## src/rtl/if_pc_gen_pkg.sv

```systemverilog
// Shared defaults and FSM encodings for the instruction-fetch PC generator.
package if_pc_gen_pkg;

    localparam int                           INST_ADDR_BUS_W  = 32;
    localparam logic [INST_ADDR_BUS_W-1:0]   RESET_PC_DEFAULT = '0;
    localparam int                           EPOCH_W_DEFAULT  = 2;

    typedef enum logic {
        S_BOOT = 1'b0,
        S_RUN  = 1'b1
    } pc_state_e;

endpackage

```

## src/rtl/if_btb.sv

```systemverilog
// Direct-mapped branch target buffer: combinational lookup, synchronous update.
// Writes land at the clock edge, so a same-cycle lookup sees the old entry.
module if_btb
    import if_pc_gen_pkg::*;
#(
    parameter int ADDR_W     = INST_ADDR_BUS_W,
    parameter int INST_BYTES = 4,
    parameter int DEPTH      = 8
) (
    input  logic              clk,
    input  logic              rst,
    input  logic [ADDR_W-1:0] lookup_pc,
    output logic              lookup_hit,
    output logic [ADDR_W-1:0] lookup_target,
    input  logic              upd_en,
    input  logic [ADDR_W-1:0] upd_pc,
    input  logic [ADDR_W-1:0] upd_target,
    input  logic              upd_taken
);

    localparam int OFF_W = $clog2(INST_BYTES);
    localparam int IDX_W = $clog2(DEPTH);
    localparam int TAG_W = ADDR_W - OFF_W - IDX_W;

    logic [DEPTH-1:0]  valid;
    logic [TAG_W-1:0]  tags    [DEPTH];
    logic [ADDR_W-1:0] targets [DEPTH];

    logic [IDX_W-1:0] lk_idx;
    logic [IDX_W-1:0] up_idx;
    logic [TAG_W-1:0] lk_tag;
    logic [TAG_W-1:0] up_tag;
    logic             unused_off;

    assign lk_idx = lookup_pc[OFF_W +: IDX_W];
    assign lk_tag = lookup_pc[ADDR_W-1 -: TAG_W];
    assign up_idx = upd_pc[OFF_W +: IDX_W];
    assign up_tag = upd_pc[ADDR_W-1 -: TAG_W];

    // Byte-offset bits never participate in index or tag.
    assign unused_off = ^{lookup_pc[OFF_W-1:0], upd_pc[OFF_W-1:0]};

    assign lookup_hit    = valid[lk_idx] && (tags[lk_idx] == lk_tag);
    assign lookup_target = targets[lk_idx];

    always_ff @(posedge clk) begin
        if (rst) begin
            valid <= '0;
        end else if (upd_en) begin
            if (upd_taken) begin
                valid[up_idx] <= 1'b1;
            end else if (tags[up_idx] == up_tag) begin
                valid[up_idx] <= 1'b0;
            end
        end
    end

    // Tag/target storage needs no reset: valid bits gate every hit.
    always_ff @(posedge clk) begin
        if (upd_en && upd_taken) begin
            tags[up_idx]    <= up_tag;
            targets[up_idx] <= upd_target;
        end
    end

endmodule

```

## src/rtl/if_pc_gen.sv

```systemverilog
// Fetch-stage PC generator with valid/ready handshake, redirect epochs and
// optional BTB prediction (enabled by defining IF_PC_GEN_BTB_EN).
module if_pc_gen
    import if_pc_gen_pkg::*;
#(
    parameter int                ADDR_W     = INST_ADDR_BUS_W,
    parameter int                INST_BYTES = 4,
    parameter logic [ADDR_W-1:0] RESET_PC   = ADDR_W'(RESET_PC_DEFAULT),
    parameter int                EPOCH_W    = EPOCH_W_DEFAULT,
    parameter int                BTB_DEPTH  = 8
) (
    input  logic               clk,
    input  logic               rst,
    input  logic               rdy,
    input  logic               stall,
    input  logic               redirect,
    input  logic [ADDR_W-1:0]  redirect_pc,
    output logic               fetch_valid,
    input  logic               fetch_ready,
    output logic [ADDR_W-1:0]  fetch_pc,
    output logic [EPOCH_W-1:0] fetch_epoch,
    output logic               fetch_pred_taken,
    input  logic               btb_upd_valid,
    input  logic [ADDR_W-1:0]  btb_upd_pc,
    input  logic [ADDR_W-1:0]  btb_upd_target,
    input  logic               btb_upd_taken
);

    localparam logic [ADDR_W-1:0] ALIGN_MASK = ~ADDR_W'(INST_BYTES - 1);

    pc_state_e          state, state_nxt;
    logic [ADDR_W-1:0]  pc_nxt;
    logic [EPOCH_W-1:0] epoch_nxt;
    logic [ADDR_W-1:0]  next_seq;
    logic [ADDR_W-1:0]  next_pc;
    logic               fire;

    assign fetch_valid = (state == S_RUN);
    assign next_seq    = fetch_pc + ADDR_W'(INST_BYTES);
    assign fire        = fetch_valid & fetch_ready & ~stall & rdy & ~redirect;

`ifdef IF_PC_GEN_BTB_EN
    logic              btb_hit;
    logic [ADDR_W-1:0] btb_target;

    // Training freezes with the rest of the block while rdy is low.
    if_btb #(
        .ADDR_W     (ADDR_W),
        .INST_BYTES (INST_BYTES),
        .DEPTH      (BTB_DEPTH)
    ) u_btb (
        .clk           (clk),
        .rst           (rst),
        .lookup_pc     (fetch_pc),
        .lookup_hit    (btb_hit),
        .lookup_target (btb_target),
        .upd_en        (btb_upd_valid & rdy),
        .upd_pc        (btb_upd_pc),
        .upd_target    (btb_upd_target),
        .upd_taken     (btb_upd_taken)
    );

    assign fetch_pred_taken = fetch_valid & btb_hit;
    assign next_pc          = fetch_pred_taken ? btb_target : next_seq;
`else
    logic unused_btb;

    assign unused_btb       = ^{btb_upd_valid, btb_upd_pc, btb_upd_target, btb_upd_taken};
    assign fetch_pred_taken = 1'b0;
    assign next_pc          = next_seq;
`endif

    always_comb begin
        state_nxt = state;
        pc_nxt    = fetch_pc;
        epoch_nxt = fetch_epoch;
        unique case (state)
            S_BOOT: begin
                if (rdy) begin
                    state_nxt = S_RUN;
                end
            end
            S_RUN: begin
                // Redirect wins over the handshake, even when stalled.
                if (rdy && redirect) begin
                    pc_nxt    = redirect_pc & ALIGN_MASK;
                    epoch_nxt = fetch_epoch + EPOCH_W'(1);
                end else if (fire) begin
                    pc_nxt = next_pc;
                end
            end
        endcase
    end

    always_ff @(posedge clk) begin
        if (rst) begin
            state       <= S_BOOT;
            fetch_pc    <= RESET_PC;
            fetch_epoch <= '0;
        end else begin
            state       <= state_nxt;
            fetch_pc    <= pc_nxt;
            fetch_epoch <= epoch_nxt;
        end
    end

endmodule

```

## config.mk

```make
export PLATFORM = sky130hd
export DESIGN_NAME = if_pc_gen
export DESIGN_NICKNAME = d
export VERILOG_FILES = /design/src/rtl/if_pc_gen_pkg.sv /design/src/rtl/if_btb.sv /design/src/rtl/if_pc_gen.sv
export SDC_FILE = /design/constraint.sdc
export NUM_CORES = 1
export LEC_CHECK = 0
export ABC_AREA = 1
export BUFFER_PORTS_ARGS = -buffer_cell sky130_fd_sc_hd__buf_2
export CELL_PAD_IN_SITES_DETAIL_PLACEMENT = 1
export CELL_PAD_IN_SITES_GLOBAL_PLACEMENT = 1
export CORE_MARGIN = 2
export CORE_UTILIZATION = 28
export CTS_BUF_LIST = sky130_fd_sc_hd__clkbuf_16
export CTS_CLUSTER_DIAMETER = 60
export DETAILED_ROUTE_END_ITERATION = 8
export PLACE_DENSITY_LB_ADDON = 0.1
export SYNTH_ARGS = -nofsm -noshare
export SYNTH_HDL_FRONTEND = slang
export SYNTH_HIERARCHICAL = 1
export SYNTH_SLANG_ARGS = --single-unit
```

## constraint.sdc

```tcl
create_clock -name clk -period 1.8 [get_ports clk]
set_clock_uncertainty 0.2 [all_clocks]
set_input_delay 0.18 -clock clk [delete_from_list [all_inputs] [get_ports clk]]
set_output_delay 0.18 -clock clk [all_outputs]
set_load 0.01 [all_outputs]
```

Word level (Yosys, flattened, before mapping). Index checks and enable logic that the tools add are counted.

Bits in registers: 35. Output and inout port bits: 36. Input bits: 104. Logic and storage cells: 19.

Muxes and demuxes: 4. Bitwise operators: 6. Add/sub/neg operators: 2. Reduce and logical (&&, ||, !) cells: 4.

Operators by type and width (number): two-way mux 32 bit (2); adder 32 x 3 -> 32 bit, second input constant (1); AND 1 bit (4); AND reduction 2 bit (2); adder 2 x 1 -> 2 bit, second input constant (1); two-way mux 1 bit (2); NOT 1 bit (2); nonzero test 2 bit (1); logical AND 1 bit (1).

Logic depth before layout (Yosys ltp).
Depth in word-level cells: 6. Gate-level depth with buffers: 10.

Least setup slack after synthesis. Ideal clock, no wire load.

Path kind: register to register. Start point: reg fetch_pc[3]. End point: reg fetch_pc[18]. Stages on the path, launching flop included: 9. Setup slack: 0.090 ns. Required time: 1.478 ns. Clock period less this slack: 1.710 ns. Setup time: 0.122 ns. Arrival time: 1.388 ns. Path buffers: 0. Path through: dfxtp_1 > ha_1 > nand2_2 > nor2_4 > nand2_4 > nor2_4 > o21ai_0 > o21ai_0 > a21oi_1.

Word-level cells in the longest chain between the ends: 3.

RTL lines: start: declaration (RTL line if_pc_gen.sv:20) `output logic [ADDR_W-1:0] fetch_pc,`; start signal: assignment (RTL line if_pc_gen.sv:102) `fetch_pc <= pc_nxt;`; adder 32 x 3 -> 32 bit (RTL line if_pc_gen.sv:39) `assign next_seq = fetch_pc + ADDR_W'(INST_BYTES);`; two-way mux 32 bit (RTL line if_pc_gen.sv:88) `end else if (fire) begin`; two-way mux 32 bit (RTL line if_pc_gen.sv:85) `if (rdy && redirect) begin`.

No other way between the ends. The select of a mux whose other input is x is not followed. A chain may end at the register's enable or synchronous reset.

Final worst setup path.
Start point: reg fetch_pc[3]. End point: reg fetch_pc[26].

Same word-level chain as after synthesis.

==> results.json <==
{
  "switching_share_pct": 27.0,
  "hold_depth": 5,
  "wire_per_inst_um": 14.0,
  "drtPass1Iterations": 4,
  "core_area_um2": 8590,
  "leakage_nw": 1.29,
  "root_buffer": "clkbuf_16",
  "worstPathRequired_ns": 1.76,
  "r2r_end": "fetch_pc[26]$_SDFFE_PP0P_",
  "vias_per_cell": 4.67,
  "io_pins": 140,
  "tightest_slew_ns": 0.569,
  "intPower_mw": 1.35,
  "initial_utilization_pct": 28.6,
  "syn_to_final_growth_pct": 31.3,
  "final_cells": 607,
  "cp-end-kind": "flip-flop",
  "crit_path_start_kind": "flip-flop",
  "r2r_slack_ns": 0.08,
  "drc": 0,
  "synth_cell_type_count": 32,
  "numCtsBuffers": 5,
  "ys_seq_area_share_pct": 26.9,
  "clock_path_buffers": 2,
  "drt_iter0_drc": 73,
  "hold_viol_final": 0,
  "relSlewSlack_pct": 62.0,
  "place_congestion": 0.820,
  "syn-cell-area_um2": 2450,
  "clk_pin_slew_worst_paths_ns": 0.06,
  "hold_path.class": "in2reg",
  "period_share_pct": 95.7,
  "max_freq_ghz": 0.580,
  "die-width_um": 97.6,
  "grt_pass1_wl_mm": 14.3,
  "synth_seq_cells": 33,
  "final_util_pct": 37.5,
  "power_mw": 1.85,
  "outcome": "finished clean",
  "p_per_area_nw_per_um2": 574,
  "die_y_um": 97.6,
  "setup.worst_path.end": "fetch_pc[26]$_SDFFE_PP0P_",
  "rows": 34,
  "layout.nets": 604,
  "switchingPower_mw": 0.500,
  "path_class": "reg2reg",
  "fin_area_um2": 3220,
  "worst_ep_arrival_time_ns": 1.68,
  "mostFrequentLayoutCells": "nand2_1 (133), buf_2 (68), nor2_1 (64)",
  "clk_latency_ns": 0.28,
  "cts_tree": "done",
  "die-area_um2": 9530,
  "placed_area_um2": 2960,
  "totalWireLength_mm": 8.47,
  "maxCapViolations": 0,
  "grt_max_degree": 33,
  "cts_sinks": 33,
  "antenna_found_initial": 0,
  "synth_warnings": 6,
  "vias": 2837,
  "power_frac_comb_pct": 13.4,
  "synthCells": 412,
  "seqPwrFrac_pct": 41.9,
  "dp_hpwl_mm": 6.29,
  "drive_above_1_share_pct": 28.3,
  "crit-reg2reg-launch": "fetch_pc[3]$_SDFFE_PP0P_",
  "avgSynthCellArea_um2": 5.96,
  "path_max_fanout": 5,
  "antennaDiodeCount": 0,
  "grt_pass1_vias": 2975,
  "rsz0062_at_grt": "true",
  "htree_num_levels": 2,
  "mostFrequentLayoutCell": "nand2_1",
  "r2r_cells": 11,
  "critical_path.startpoint": "fetch_pc[3]$_SDFFE_PP0P_",
  "fillers": 1175,
  "gr-total-overflow": 0,
  "grt_usage_pct": 18.3,
  "port-buffer-count": 68,
  "peakVddDrop_v": 0.000369,
  "period_needed_ns": 1.72,
  "dp_cells": 594,
  "finalSetupViolCount": 0,
  "antenna_left": 0,
  "clkPwrFrac_pct": 44.7,
  "slew_violations": 0
}
[cell families after synthesis]
family	Yosys count	synth area share, %
AOI/OAI and AO/OA	64	14.1
xor gates and xnor gates	2	0.714
buffers and inverters	47	10.1
DFF	33	26.9
and+or+nand+nor	264	47.5
adders and majority gates	1	0.510
other	1	0.153
[cell type report]
cell class | count | area, um2 | area share, %
multi-input combinational | 334 | 1600 | 49.7
tap | 108 | 135 | 4.19
inverter | 30 | 113 | 3.50
clock inverter | 2 | 7.51 | 0.233
timing repair buffer | 95 | 568 | 17.6
clock buffer | 5 | 125 | 3.88
sequential | 33 | 671 | 20.8
[registers in the layout, indices dropped and copies added (netlist names)]
register     flops
fetch_valid      1
fetch_epoch      2
fetch_pc        30
[layer usage]
metal	part of all wire, %	GRT usage (%)	vias up
li1	-	-	1472
met1	48	24.0	1315
met2	49	31.7	45
met3	2.5	2.59	5
met4	0.68	4.49	0
met5	0	0	-
[power by group through the flow]
stage	Clock [mW]	Sequential, mW	Combinational (mW)
floorplan	0	0.796	0.139
global placement	0	0.788	0.236
detailed placement	0	0.788	0.242
CTS	0.832	0.772	0.251
global route	0.875	0.778	0.283
finish	0.827	0.775	0.248
[how the worst min path moves through the flow]
stage | start | endpoint | slack, ns
after floorplan | rdy | fetch_valid$_SDFF_PP0_ | 0.10
after global placement | redirect_pc[2] | fetch_pc[2]$_SDFFE_PP0P_ | 0.25
after detailed placement | redirect_pc[3] | fetch_pc[3]$_SDFFE_PP0P_ | 0.25
after CTS | redirect_pc[16] | fetch_pc[16]$_SDFFE_PP0P_ | 0.05
after global routing | redirect_pc[14] | fetch_pc[14]$_SDFFE_PP0P_ | 0.07
final | redirect_pc[16] | fetch_pc[16]$_SDFFE_PP0P_ | 0.05
[worst max-delay path, stage by stage, from the launching register on]
cell and delay (ns):
dfxtp_2 0.35, ha_4 0.14, nand2_2 0.07, nor2_4 0.11, buf_12 0.13, nand2_4 0.09
nor2_4 0.16, nand2_1 0.07, nand2_1 0.06, nand3_1 0.07, nand2_1 0.10, a21oi_2 0.05
[Yosys cell counts, drive strengths merged]
cell type / n / area [um2]
dlygate4sd1: 1 / 8.76
conb: 1 / 3.75
a31oi: 3 / 18.8
and2: 1 / 6.26
a21oi: 31 / 163
inv: 30 / 113
o21ai: 25 / 125
clkbuf: 5 / 48.8
nand3b: 3 / 22.5
nor2: 83 / 382
nand3: 26 / 130
o21a: 1 / 7.51
dfxtp: 33 / 661
nand2: 147 / 602
xnor2: 2 / 17.5
nor3: 1 / 5.00
nand4: 2 / 12.5
a22o: 1 / 8.76
or2: 1 / 6.26
buf: 11 / 77.6
ha: 1 / 12.5
o31ai: 3 / 22.5
[timing repair]
item,4_1_cts,5_1_grt
setup buffers,1,0
hold buffers,5,0
endpoints found under the hold margin,5,0
gates resized for setup,1,20
setup endpoints to repair,5,19
pin swaps,2,5
[metrics by stage]
step | hold WS, ns | setup TNS, ns | worst slack (ns)
2_1_floorplan | 0.101 | 0 | 0.0896
3_3_place_gp | 0.249 | 0 | 0.00643
3_5_place_dp | 0.255 | -0.0504 | -0.0362
4_1_cts | 0.0506 | 0 | 0.00362
5_1_grt | 0.0699 | -0.0425 | -0.0322
6_report | 0.0534 | 0 | 0.0770
Note: power is estimated with default switching activity, not from simulation.
